===== config.mk =====
export PLATFORM = sky130hd
export DESIGN_NAME = eth_rx_fcs_check
export DESIGN_NICKNAME = d
export VERILOG_FILES = /design/src/rtl/eth_rx_fcs_check.sv
export SDC_FILE = /design/constraint.sdc
export NUM_CORES = 1
export LEC_CHECK = 0
export CAP_MARGIN = 25
export CORE_MARGIN = 1.5
export CORE_UTILIZATION = 35
export DETAILED_ROUTE_END_ITERATION = 8
export GPL_TIMING_DRIVEN = 0
export PLACE_DENSITY = 0.59
export SLEW_MARGIN = 20
export SYNTH_ARGS = -nofsm -noshare
export SYNTH_HDL_FRONTEND = slang
export SYNTH_SLANG_ARGS = --single-unit

===== constraint.sdc =====
create_clock -name clk -period 5.41 [get_ports clk]
set_clock_uncertainty 0.05 [all_clocks]
set_input_delay 1.3525 -clock clk [delete_from_list [all_inputs] [get_ports clk]]
set_output_delay 1.3525 -clock clk [all_outputs]
set_load 0.03 [all_outputs]

===== src/rtl/eth_rx_fcs_check.sv =====
// rtl/eth_rx_fcs_check.sv - GMII receive FCS/length/PHY-error checker with FCS stripping.
// Optional good/bad frame counters are built when ETH_RX_STATS_EN is defined.
module eth_rx_fcs_check #(
   parameter int MAX_FRAME_LEN = 1518,
   parameter int MIN_FRAME_LEN = 64
) (
   input  logic       clk,
   input  logic       reset,
   input  logic       rx_dv,
   input  logic       rx_er,
   input  logic [7:0] rxd,
   output logic       out_valid,
   output logic [7:0] out_data,
   output logic       out_first,
   output logic       out_last,
   output logic       stat_valid,
   output logic       stat_good,
   output logic       stat_crc_err,
   output logic       stat_len_err,
   output logic       stat_phy_err
`ifdef ETH_RX_STATS_EN
   ,
   output logic [31:0] rx_good_cnt,
   output logic [31:0] rx_bad_cnt
`endif
);

   localparam logic [31:0] CRC_POLY    = 32'h04C11DB7;
   localparam logic [31:0] CRC_RESIDUE = 32'hC704DD7B;
   localparam logic [11:0] MIN_LEN     = 12'(MIN_FRAME_LEN);
   localparam logic [11:0] MAX_LEN     = 12'(MAX_FRAME_LEN);

   typedef enum logic [1:0] {IDLE, PREAMBLE, DATA, DROP} state_t;

   state_t      state, state_nxt;
   logic [31:0] crc_q;
   logic [31:0] crc_next;
   logic [11:0] len_q;
   logic        phy_q;
   logic [7:0]  hold_q [4];
   logic [7:0]  pend_q;
   logic        pend_v_q;
   logic        pend_first_q;

   logic        b_valid, b_first, b_last, b_stat;
   logic [7:0]  b_data;
   logic        b_crc_err, b_len_err, b_phy_err;

   logic        sfd_seen, data_byte, frame_end;

   // Register shifts MSB-first while the byte is fed LSB-first, matching wire bit order.
   function automatic logic [31:0] crc_byte(input logic [31:0] c, input logic [7:0] d);
      logic [31:0] r;
      r = c;
      for (int i = 0; i < 8; i++) begin
         r = {r[30:0], 1'b0} ^ ((r[31] ^ d[i]) ? CRC_POLY : 32'h0);
      end
      return r;
   endfunction

   assign crc_next  = crc_byte(crc_q, rxd);
   assign sfd_seen  = (state == PREAMBLE) && rx_dv && !rx_er && (rxd == 8'hD5);
   assign data_byte = (state == DATA) && rx_dv;
   assign frame_end = (state == DATA) && !rx_dv;

   always_ff @(posedge clk or posedge reset) begin
      if (reset) state <= IDLE;
      else       state <= state_nxt;
   end

   always_comb begin
      state_nxt = state;
      case (state)
         IDLE: begin
            if (rx_dv) begin
               if (!rx_er && rxd == 8'h55) state_nxt = PREAMBLE;
               else                        state_nxt = DROP;
            end
         end
         PREAMBLE: begin
            if (!rx_dv)               state_nxt = IDLE;
            else if (rx_er)           state_nxt = DROP;
            else if (rxd == 8'hD5)    state_nxt = DATA;
            else if (rxd != 8'h55)    state_nxt = DROP;
         end
         DATA: begin
            if (!rx_dv) state_nxt = IDLE;
         end
         DROP: begin
            if (!rx_dv) state_nxt = IDLE;
         end
         default: state_nxt = IDLE;
      endcase
   end

   // The last four DATA bytes may be FCS, so a byte is released only once four more follow it.
   always_ff @(posedge clk or posedge reset) begin
      if (reset) begin
         crc_q        <= 32'hFFFFFFFF;
         len_q        <= '0;
         phy_q        <= 1'b0;
         for (int i = 0; i < 4; i++) hold_q[i] <= '0;
         pend_q       <= '0;
         pend_v_q     <= 1'b0;
         pend_first_q <= 1'b0;
         b_valid      <= 1'b0;
         b_data       <= '0;
         b_first      <= 1'b0;
         b_last       <= 1'b0;
         b_stat       <= 1'b0;
         b_crc_err    <= 1'b0;
         b_len_err    <= 1'b0;
         b_phy_err    <= 1'b0;
      end else begin
         b_valid <= 1'b0;
         b_first <= 1'b0;
         b_last  <= 1'b0;
         b_stat  <= 1'b0;
         if (sfd_seen) begin
            crc_q    <= 32'hFFFFFFFF;
            len_q    <= '0;
            phy_q    <= 1'b0;
            pend_v_q <= 1'b0;
         end
         if (data_byte) begin
            crc_q     <= crc_next;
            len_q     <= (len_q == 12'hFFF) ? len_q : len_q + 12'd1;
            if (rx_er) phy_q <= 1'b1;
            hold_q[0] <= rxd;
            hold_q[1] <= hold_q[0];
            hold_q[2] <= hold_q[1];
            hold_q[3] <= hold_q[2];
            if (len_q >= 12'd4) begin
               pend_q       <= hold_q[3];
               pend_v_q     <= 1'b1;
               pend_first_q <= (len_q == 12'd4);
            end
            if (pend_v_q) begin
               b_valid <= 1'b1;
               b_data  <= pend_q;
               b_first <= pend_first_q;
            end
         end
         if (frame_end) begin
            if (pend_v_q) begin
               b_valid <= 1'b1;
               b_data  <= pend_q;
               b_first <= pend_first_q;
               b_last  <= 1'b1;
            end
            pend_v_q  <= 1'b0;
            b_stat    <= 1'b1;
            b_crc_err <= (crc_q != CRC_RESIDUE);
            b_len_err <= (len_q < MIN_LEN) || (len_q > MAX_LEN);
            b_phy_err <= phy_q;
         end
      end
   end

   always_ff @(posedge clk or posedge reset) begin
      if (reset) begin
         out_valid    <= 1'b0;
         out_data     <= '0;
         out_first    <= 1'b0;
         out_last     <= 1'b0;
         stat_valid   <= 1'b0;
         stat_good    <= 1'b0;
         stat_crc_err <= 1'b0;
         stat_len_err <= 1'b0;
         stat_phy_err <= 1'b0;
      end else begin
         out_valid    <= b_valid;
         out_data     <= b_data;
         out_first    <= b_first;
         out_last     <= b_last;
         stat_valid   <= b_stat;
         stat_good    <= b_stat & ~(b_crc_err | b_len_err | b_phy_err);
         stat_crc_err <= b_stat & b_crc_err;
         stat_len_err <= b_stat & b_len_err;
         stat_phy_err <= b_stat & b_phy_err;
      end
   end

`ifdef ETH_RX_STATS_EN
   always_ff @(posedge clk or posedge reset) begin
      if (reset) begin
         rx_good_cnt <= '0;
         rx_bad_cnt  <= '0;
      end else if (stat_valid) begin
         if (stat_good) begin
            if (rx_good_cnt != 32'hFFFFFFFF) rx_good_cnt <= rx_good_cnt + 32'd1;
         end else begin
            if (rx_bad_cnt != 32'hFFFFFFFF) rx_bad_cnt <= rx_bad_cnt + 32'd1;
         end
      end
   end
`endif

endmodule


==> results of run 1 <==
-- worst max path at each step --
stage               startpoint                endpoint  cells past startpoint
floorplan                reset               async pin                      1
global placement         reset  hold_q[29]$_DFFE_PP0P_                      2
detailed placement       rx_dv    crc_q[5]$_DFFE_PP1P_                      6
CTS                      rx_dv    crc_q[5]$_DFFE_PP1P_                      6
global route             rx_dv   crc_q[10]$_DFFE_PP1P_                      6
finish                   rx_dv    crc_q[5]$_DFFE_PP1P_                      6
-- power by group through the flow --
stage	clock network (mW)	logic, mW	registers [mW]
finish	1.11	1.74	1.45
global route	1.18	1.91	1.49
CTS	1.14	1.76	1.46
detailed placement	0	1.74	1.47
global placement	0	1.74	1.46
floorplan	0	1.38	1.45
-- cell type report --
type / count / area share
Buffer: 15 / 0.00945
Inverter: 6 / 0.00424
Clock inverter: 10 / 0.0185
Tap cell: 188 / 0.0363
Timing Repair Buffer: 28 / 0.0459
Multi-Input combinational cell: 338 / 0.344
Clock buffer: 21 / 0.0725
Sequential cell: 120 / 0.469
-- flip-flops by register name, indices dropped and copies added (netlist names), 2 cells and up, named ones only --
| signal | flops |
|---|---|
| crc_q | 32 |
| hold_q | 32 |
| len_q | 12 |
| out_data | 8 |
| pend_q | 8 |
| state | 2 |
-- cell usage after synthesis, drive strengths merged, types with 4 or more instances --
cell,number
xnor2,51
mux2,17
o22a,8
nand3,8
dfstp,32
and3,5
inv,6
nand2,105
nand4,4
nand4b,5
clkbuf,11
dfrtp,88
buf,4
nor2,40
xor2,22
and2,4
a21oi,27
o21ai,6
-- through the flow --
| stage | instances | util | hold WS (ns) |
|---|---|---|---|
| final | 726 | 0.430 | 0.299 |
| after global routing | 726 | 0.430 | 0.318 |
| after CTS | 726 | 0.430 | 0.299 |
| after detailed placement | 695 | 0.391 | 0.286 |
| after global placement | 694 | 0.389 | 0.284 |
| after floorplan | 479 | - | 0.281 |
-- routing by layer --
metal / track usage / wire (µm) / vias to the layer above
met5: 0 / 0 / -
met1: 0.200 / 5170 / 1730
met2: 0.237 / 5210 / 58
met4: 0.0528 / 83 / 0
li1: - / - / 1700
met3: 0.0447 / 506 / 6
-- critical path: cells and delay by family --
family                 cells  cell delay [ns]
AO/OA/AOI/OAI              1             0.13
buffers and inverters      4             1.61
AND/OR/NAND/NOR            1             0.54
-- kinds of logic after synthesis --
kind of cell,Yosys count,share of synthesized area
muxes,18,0.0376
xor gates and xnor gates,74,0.150
AOI/OAI and AO/OA,53,0.0642
DFF,120,0.568
and+or+nand+nor,191,0.160
adders and majority gates,2,0.00467
buffers and inverters,21,0.0156
==> results.sh, run 1 <==
export IMPL_status="complete, no violations"
export IMPL_leakage_nw=2.89
export IMPL_grt_pass1_wl_um=18800
export IMPL_combinationalPowerShare=0.404
export IMPL_clk_latency_ns=0.41
export IMPL_place_hpwl_um=7720
export IMPL_cap_violations=0
export IMPL_ys_seq_area_frac=0.568
export IMPL_vias=3494
export IMPL_multi_input_area_mm2=0.00223
export IMPL_crit_required_ns=5.67
export IMPL_cp_max_fo=10
export IMPL_reg2regPathDepth=5
export IMPL_wire_per_inst_um=15.1
export IMPL_hp_start="b_last$_DFF_PP0_"
export IMPL_num_nets_final=540
export IMPL_cts_sinks=120
export IMPL_groute_usage_overall=0.151
export IMPL_cp_data_arrival_time_ns=3.63
export IMPL_synth_cell_types=47
export IMPL_fin_setup_tns_ns=0
export IMPL_synth_top_area_frac=0.411
export IMPL_fin_crit_sh=0.623
export IMPL_drive_gt1_frac=0.191
export IMPL_synth_cells=479
export IMPL_hold_viol_final=0
export IMPL_die_x_um=127
export IMPL_first_global_vias=3637
export IMPL_path_class="input port to register"
export IMPL_grt_overflow=0
export IMPL_switching_share=0.345
export IMPL_crit_path_cell_trace="clkdlybuf4s50_1, inv_1, nor2_1, clkbuf_1, clkbuf_1, a21oi_1"
export IMPL_setup_ws_ns=2.04
export IMPL_tightest_slew_ns=0.653
export IMPL_r2r_start="state[0]$_DFFE_PP0P_"
export IMPL_power_density_mw_per_mm2=664
export IMPL_final_area_mm2=0.00649
export IMPL_post_cts_setup_buffers=0
export IMPL_yosysTopAreaCell="dfrtp_1"
export IMPL_sequentialPowerShare=0.338
export IMPL_synth_edf_count=0
export IMPL_start_util=0.355
export IMPL_antenna_found_initial=0
export IMPL_drt_initial_drc_count=246
export IMPL_yosysWarnings=0
export IMPL_drc=0
export IMPL_async_flop_share=1.00
export IMPL_p_int_mw=2.82
export IMPL_ios=28
export IMPL_post_place_ws_ns=1.59
export IMPL_routed_wl_um=11000
export IMPL_gp_congestion=0.864
export IMPL_antenna_cells=0
export IMPL_die_area_mm2=0.0161
export IMPL_mostFrequentLayoutCells="nand2_1 (105), dfrtp_1 (88), nor2_1 (40)"
export IMPL_htree_levels=4
export IMPL_switchingPower_mw=1.49
export IMPL_crit_slowest_cell="clkdlybuf4s50_1"
export IMPL_rows=45
export IMPL_ant_nets=0
export IMPL_core_mm2=0.0151
export IMPL_fmax_ghz=0.297
export IMPL_ctsRootBufferMaster="clkbuf_16"
export IMPL_r2r_end="crc_q[5]$_DFFE_PP1P_"
export IMPL_port_buffer_count=27
export IMPL_grt_max_degree=71
export IMPL_place_area_mm2=0.00590
export IMPL_nFillCells=1427
export IMPL_setup_viol=0
export IMPL_cp_common_cell="clkbuf_1"
export IMPL_max_stage_delay_ns=0.58
export IMPL_syn_avg_cell_area_um2=11.2
export IMPL_synth_area_mm2=0.00536
export IMPL_startpoint_type="input port"
export IMPL_slew_viol_final=0
export IMPL_final_common_cell="nand2_1"
export IMPL_period_needed_ns=3.37
export IMPL_ir_drop_v=0.000408
export IMPL_cts_buffer_depth=2
export IMPL_synth_ff_type="dfrtp_1"
export IMPL_area_growth_pct=21.1
export IMPL_avgViaCountPerCell=4.81
export IMPL_syn_nets=493
export IMPL_hold_path_end="out_last$_DFF_PP0_"
export IMPL_hp_class="register to register"
export IMPL_cts_resized=0
export IMPL_numCtsBuffers=17
export IMPL_regArea_mm2=0.00304
export IMPL_yosys_top_cells_area="dfrtp_1 (41%), dfstp_2 (16%), nand2_1 (7.4%)"
export IMPL_grt_setup_unrepaired="no"
export IMPL_cts_tree="built"
export IMPL_ys_ff_latch=120
export IMPL_hold_path_depth=0
export IMPL_relSlewSlack=0.563
export IMPL_power_total_mw=4.30
export IMPL_clk_pin_slew_worst_paths_ns=0.05
export IMPL_first_pass_iters=4
export IMPL_rrSetupSlack_ns=3.11
export IMPL_p_clk_frac=0.258
export IMPL_die_y_um=127
export IMPL_ctsHoldBuffers=0
export IMPL_end_kind="register"
No activity file was read; power rests on OpenSTA's default activity.
==> run 2, diff against run 1 <==
Settings changed: PLACE_DENSITY 0.59 to 0.61.
Clock period 5.41 ns to 2.9 ns, I/O delays scaled along.
==> run 2 against run 1 <==
  * Wire length fell by 0.51%
  * Cell count increased by 0.28%
  * Highest routed layer unchanged
  * Clock power grew 110%
  * Non-clock buffer count rose by 2
  * Clock-buffer cell count down 1
  * Register-to-register slack got worse by 2.4 ns
==> results.sh, run 2 (synthesis results as in run 1) <==
export IMPL_setup_viol=0
export IMPL_cp_endpoint="crc_q[30]$_DFFE_PP1P_"
export IMPL_final_common_cell="nand2_1"
export IMPL_antenna_found_initial=0
export IMPL_start_util=0.355
export IMPL_fmax_ghz=0.381
export IMPL_post_route_util=0.438
export IMPL_fin_crit_sh=0.905
export IMPL_nFillCells=1377
export IMPL_switching_share=0.330
export IMPL_tightest_slew_ns=0.663
export IMPL_period_needed_ns=2.62
export IMPL_rrSetupSlack_ns=0.66
export IMPL_drt_initial_drc_count=190
export IMPL_cp_top_family="buffers and inverters"
export IMPL_drive_gt1_frac=0.196
export IMPL_drc=0
export IMPL_htree_levels=4
export IMPL_reg2regPathDepth=5
export IMPL_numCtsBuffers=17
export IMPL_antenna_cells=0
export IMPL_crit_required_ns=3.19
export IMPL_grt_pass1_wl_um=18600
export IMPL_wire_per_inst_um=15.0
export IMPL_cap_violations=0
export IMPL_routed_wl_um=10900
export IMPL_ant_nets=0
export IMPL_cp_max_fo=10
export IMPL_clk_latency_ns=0.41
export IMPL_vias=3519
export IMPL_sequentialPowerShare=0.327
export IMPL_core_mm2=0.0151
export IMPL_ir_drop_v=0.000756
export IMPL_multi_input_area_mm2=0.00224
export IMPL_power_density_mw_per_mm2=1260
export IMPL_cp_data_arrival_time_ns=2.91
export IMPL_fin_worst_hold_slack_ns=0.296
export IMPL_setup_ws_ns=0.277
export IMPL_avgViaCountPerCell=4.83
export IMPL_die_area_mm2=0.0161
export IMPL_gp_congestion=0.835
export IMPL_cts_tree="built"
export IMPL_grt_overflow=0
export IMPL_place_hpwl_um=7770
export IMPL_leakage_nw=2.93
export IMPL_grt_max_degree=34
export IMPL_die_y_um=127
export IMPL_p_int_mw=5.56
export IMPL_startpoint_type="input port"
export IMPL_cp_startpoint="rxd[6]"
export IMPL_die_x_um=127
export IMPL_clk_pin_slew_worst_paths_ns=0.05
export IMPL_cts_sinks=120
export IMPL_groute_usage_overall=0.150
export IMPL_combinationalPowerShare=0.386
export IMPL_regArea_mm2=0.00304
export IMPL_ios=28
export IMPL_r2r_end="pend_q[3]$_DFFE_PP0P_"
export IMPL_cts_buffer_depth=2
export IMPL_switchingPower_mw=2.73
export IMPL_mostFrequentLayoutCells="nand2_1 (105), dfrtp_1 (88), nor2_1 (39), xnor2_1 (39), dfstp_2 (32)"
export IMPL_relSlewSlack=0.557
export IMPL_num_nets_final=542
export IMPL_rows=45
export IMPL_hp_class="register to register"
export IMPL_top_regs="crc_q x32, hold_q x32, len_q x12"
export IMPL_first_global_vias=3545
export IMPL_path_buf_inv=2
export IMPL_post_place_ws_ns=-0.281
export IMPL_ctsRootBufferMaster="clkbuf_16"
export IMPL_r2r_start="len_q[9]$_DFFE_PP0P_"
export IMPL_p_clk_frac=0.287
export IMPL_slew_viol_final=0
export IMPL_first_pass_iters=4
export IMPL_grt_setup_unrepaired="no"
export IMPL_crit_slowest_cell="clkdlybuf4s50_1"
export IMPL_max_stage_delay_ns=0.59
export IMPL_post_cts_setup_buffers=0
export IMPL_hold_viol_final=0
export IMPL_worst_path_stages=7
export IMPL_path_class="input port to register"
export IMPL_port_buffer_count=27
export IMPL_end_kind="register"
export IMPL_ctsHoldBuffers=0
export IMPL_area_growth_pct=23.2
export IMPL_cp_common_cell="a21oi_1"
export IMPL_status="complete, no violations"
export IMPL_crit_path_cell_trace="clkdlybuf4s50_1, nor4bb_1, nand4_1, a21oi_1, buf_2, nor2_1, a21oi_1"
## run 2: changes by cell type in the layout (fill, tap and decap cells not counted), moves of 2 or more
cell and delta:
clkinv_2 -2, clkinvlp_4 +2, clkbuf_8 -2, clkinv_4 -2, bufinv_16 +4, buf_12 +3
## run 2: per-layer routing
layer  GRT usage  part of all wire  vias up
met5           0                 0        -
met4      0.0548             0.020        0
met3      0.0447             0.039       17
met2       0.228              0.45       60
met1       0.203              0.49     1733
li1            -                 -     1709
## run 2: power by group through the flow
stage	logic, mW	clock network (mW)	registers [mW]
4_1_cts	3.24	2.43	2.71
5_1_grt	3.50	2.50	2.79
6_report	3.20	2.38	2.71
2_1_floorplan	2.58	0	2.70
3_5_place_dp	3.22	0	2.74
3_3_place_gp	3.17	0	2.72
## run 2: area by class of cell
class	count	share of cell area
Buffer	15	0.00929
Clock buffer	20	0.0677
Clock inverter	11	0.0334
Inverter	6	0.00398
Multi-Input combinational cell	338	0.339
Sequential cell	120	0.461
Tap cell	188	0.0356
Timing Repair Buffer	30	0.0500
## run 2: how the worst min path moves through the flow
stage | start | to | cells past startpoint
6_report | b_last$_DFF_PP0_ | out_last$_DFF_PP0_ | 0
5_1_grt | b_valid$_DFF_PP0_ | out_valid$_DFF_PP0_ | 0
4_1_cts | b_last$_DFF_PP0_ | out_last$_DFF_PP0_ | 0
3_5_place_dp | b_last$_DFF_PP0_ | out_last$_DFF_PP0_ | 0
3_3_place_gp | b_last$_DFF_PP0_ | out_last$_DFF_PP0_ | 0
2_1_floorplan | b_first$_DFF_PP0_ | out_first$_DFF_PP0_ | 0
## run 2: per-stage QoR
stage	power, mW	instances	TNS [ns]	cell area, µm²
final	8.30	728	0	6600
after global routing	8.78	728	0	6600
after CTS	8.38	728	0	6590
after detailed placement	5.96	697	-5.15	5930
after global placement	5.89	694	-40.24	5870
after floorplan	5.28	479	0	5360
## run 2: timing repair
item / 4_1_cts / 5_1_grt
gates resized for setup: 0 / 2
endpoints found under the setup margin: 0 / 11
hold endpoints to repair: 0 / 0
==> run 3, diff against run 2 <==
Settings changed: CAP_MARGIN 25 to 5, MAX_ROUTING_LAYER from default to met4.
==> run 3 against run 2 <==
  * Clock-buffer cell count stayed put
  * Via count is 1.3% higher
  * Power is 4.8% lower
  * Sequential power hardly changed
  * Worst setup slack worse by 0.079 ns
  * Hold slack better by 0.0039 ns
  * Critical path depth stayed put
  * Global-route usage is 0.68 points higher
  * Register-to-register slack better by 0.05 ns
  * Design area is 1.8% lower
  * Critical endpoint unchanged
  * Largest power group unchanged
  * Highest routed layer unchanged
==> results.sh, run 3 (synthesis results as in run 1) <==
export IMPL_top_regs="crc_q x32, hold_q x32, len_q x12"
export IMPL_grt_overflow=0
export IMPL_ant_nets=0
export IMPL_crit_slowest_cell="clkdlybuf4s50_1"
export IMPL_place_hpwl_um=7660
export IMPL_post_cts_setup_buffers=0
export IMPL_cts_sinks=120
export IMPL_final_common_cell="nand2_1"
export IMPL_startpoint_type="input port"
export IMPL_cp_common_cell="a21oi_1"
export IMPL_gp_congestion=0.875
export IMPL_setup_ws_ns=0.198
export IMPL_drt_initial_drc_count=176
export IMPL_vias=3563
export IMPL_ctsRootBufferMaster="clkbuf_16"
export IMPL_area_growth_pct=21.0
export IMPL_grt_max_degree=34
export IMPL_core_mm2=0.0151
export IMPL_path_class="input port to register"
export IMPL_drc=0
export IMPL_cp_data_arrival_time_ns=2.99
export IMPL_num_nets_final=542
export IMPL_die_area_mm2=0.0161
export IMPL_place_inst=697
export IMPL_cts_buffer_depth=2
export IMPL_drive_gt1_frac=0.195
export IMPL_fin_crit_sh=0.932
export IMPL_post_place_ws_ns=-0.291
export IMPL_port_buffer_count=27
export IMPL_grt_setup_unrepaired="no"
export IMPL_cts_tree="built"
export IMPL_start_util=0.355
export IMPL_cp_max_fo=10
export IMPL_crit_required_ns=3.19
export IMPL_die_y_um=127
export IMPL_final_cells=727
export IMPL_routed_wl_um=11000
export IMPL_crit_path_cell_trace="clkdlybuf4s50_1, nor4bb_1, nand4_1, a21oi_1, buf_2, nor2_1, a21oi_1"
export IMPL_hold_viol_final=0
export IMPL_groute_usage_overall=0.156
export IMPL_rrSetupSlack_ns=0.71
export IMPL_htree_levels=4
export IMPL_antenna_found_initial=0
export IMPL_numCtsBuffers=17
export IMPL_ctsHoldBuffers=0
export IMPL_setup_viol=0
export IMPL_slew_viol_final=0
export IMPL_antenna_cells=0
export IMPL_first_global_vias=3617
export IMPL_cap_violations=0
export IMPL_mostFrequentLayoutCells="nand2_1 (105), dfrtp_1 (88), nor2_1 (39), xnor2_1 (39), dfstp_2 (32)"
export IMPL_status="complete, no violations"
export IMPL_ios=28
export IMPL_avgViaCountPerCell=4.90
export IMPL_wire_per_inst_um=15.2
export IMPL_leakage_nw=2.87
export IMPL_tightest_slew_ns=0.673
export IMPL_first_pass_iters=5
export IMPL_die_x_um=127
export IMPL_rows=45
export IMPL_end_kind="register"
export IMPL_max_stage_delay_ns=0.59
export IMPL_nFillCells=1443
export IMPL_fmax_ghz=0.370
export IMPL_ir_drop_v=0.000804
export IMPL_grt_pass1_wl_um=18800
export IMPL_hp_class="register to register"
export IMPL_cts_resized=0
export IMPL_clk_pin_slew_worst_paths_ns=0.06
export IMPL_clk_latency_ns=0.41
export IMPL_period_needed_ns=2.70
export IMPL_power_density_mw_per_mm2=1220
export IMPL_relSlewSlack=0.551
## run 3: critical path: cells and delay by family
kind	cells	cell delay (ns)
buffers and inverters	2	0.95
AND/OR/NAND/NOR	3	0.72
AO/OA/AOI/OAI	2	0.58
## run 3: final timing paths
path	cells past startpoint	to	from
setup / recovery	7	crc_q[30]$_DFFE_PP1P_	rxd[6]
hold / removal	0	out_valid$_DFF_PP0_	b_valid$_DFF_PP0_
setup reg to reg	5	len_q[11]$_DFFE_PP0P_	state[0]$_DFFE_PP0P_
hold reg to reg	0	out_valid$_DFF_PP0_	b_valid$_DFF_PP0_
max in group asynchronous	4	crc_q[0]$_DFFE_PP1P_	reset
min in group asynchronous	2	out_valid$_DFF_PP0_	reset
## run 3: layer usage
layer	up-vias	wire length [µm]	global-route usage
met5	-	0	-
met4	0	129	0.0555
met3	12	484	0.0430
met2	68	4990	0.228
met1	1771	5430	0.210
li1	1712	-	-
## run 3: where the power goes
group	leakage (nW)	switching, mW	internal [mW]	total (mW)
sequential	1.48	0.389	2.33	2.72
clock	0.257	0.757	1.21	1.97
combinational	1.13	1.61	1.60	3.22
total	2.87	2.76	5.14	7.90
## run 3: through the flow
stage / TNS [ns] / hold slack, ns / power [mW] / cell area (µm²) / utilization
detailed placement: -6.06 / 0.287 / 5.95 / 5930 / 0.393
floorplan: 0 / 0.281 / 5.28 / 5360 / -
CTS: 0 / 0.300 / 7.98 / 6480 / 0.430
global route: 0 / 0.313 / 8.41 / 6480 / 0.430
global placement: -39.94 / 0.283 / 5.90 / 5870 / 0.389
finish: 0 / 0.300 / 7.90 / 6480 / 0.430
## run 3: cell type report
| type | count | area, µm² | area share |
|---|---|---|---|
| buffer | 15 | 61.3 | 0.00945 |
| clock buffer | 20 | 457 | 0.0704 |
| clock inverter | 10 | 98.8 | 0.0152 |
| inverter | 6 | 26.3 | 0.00405 |
| multi-input combinational | 338 | 2230 | 0.344 |
| sequential | 120 | 3040 | 0.469 |
| tap | 188 | 235 | 0.0363 |
| timing repair buffer | 30 | 330 | 0.0509 |
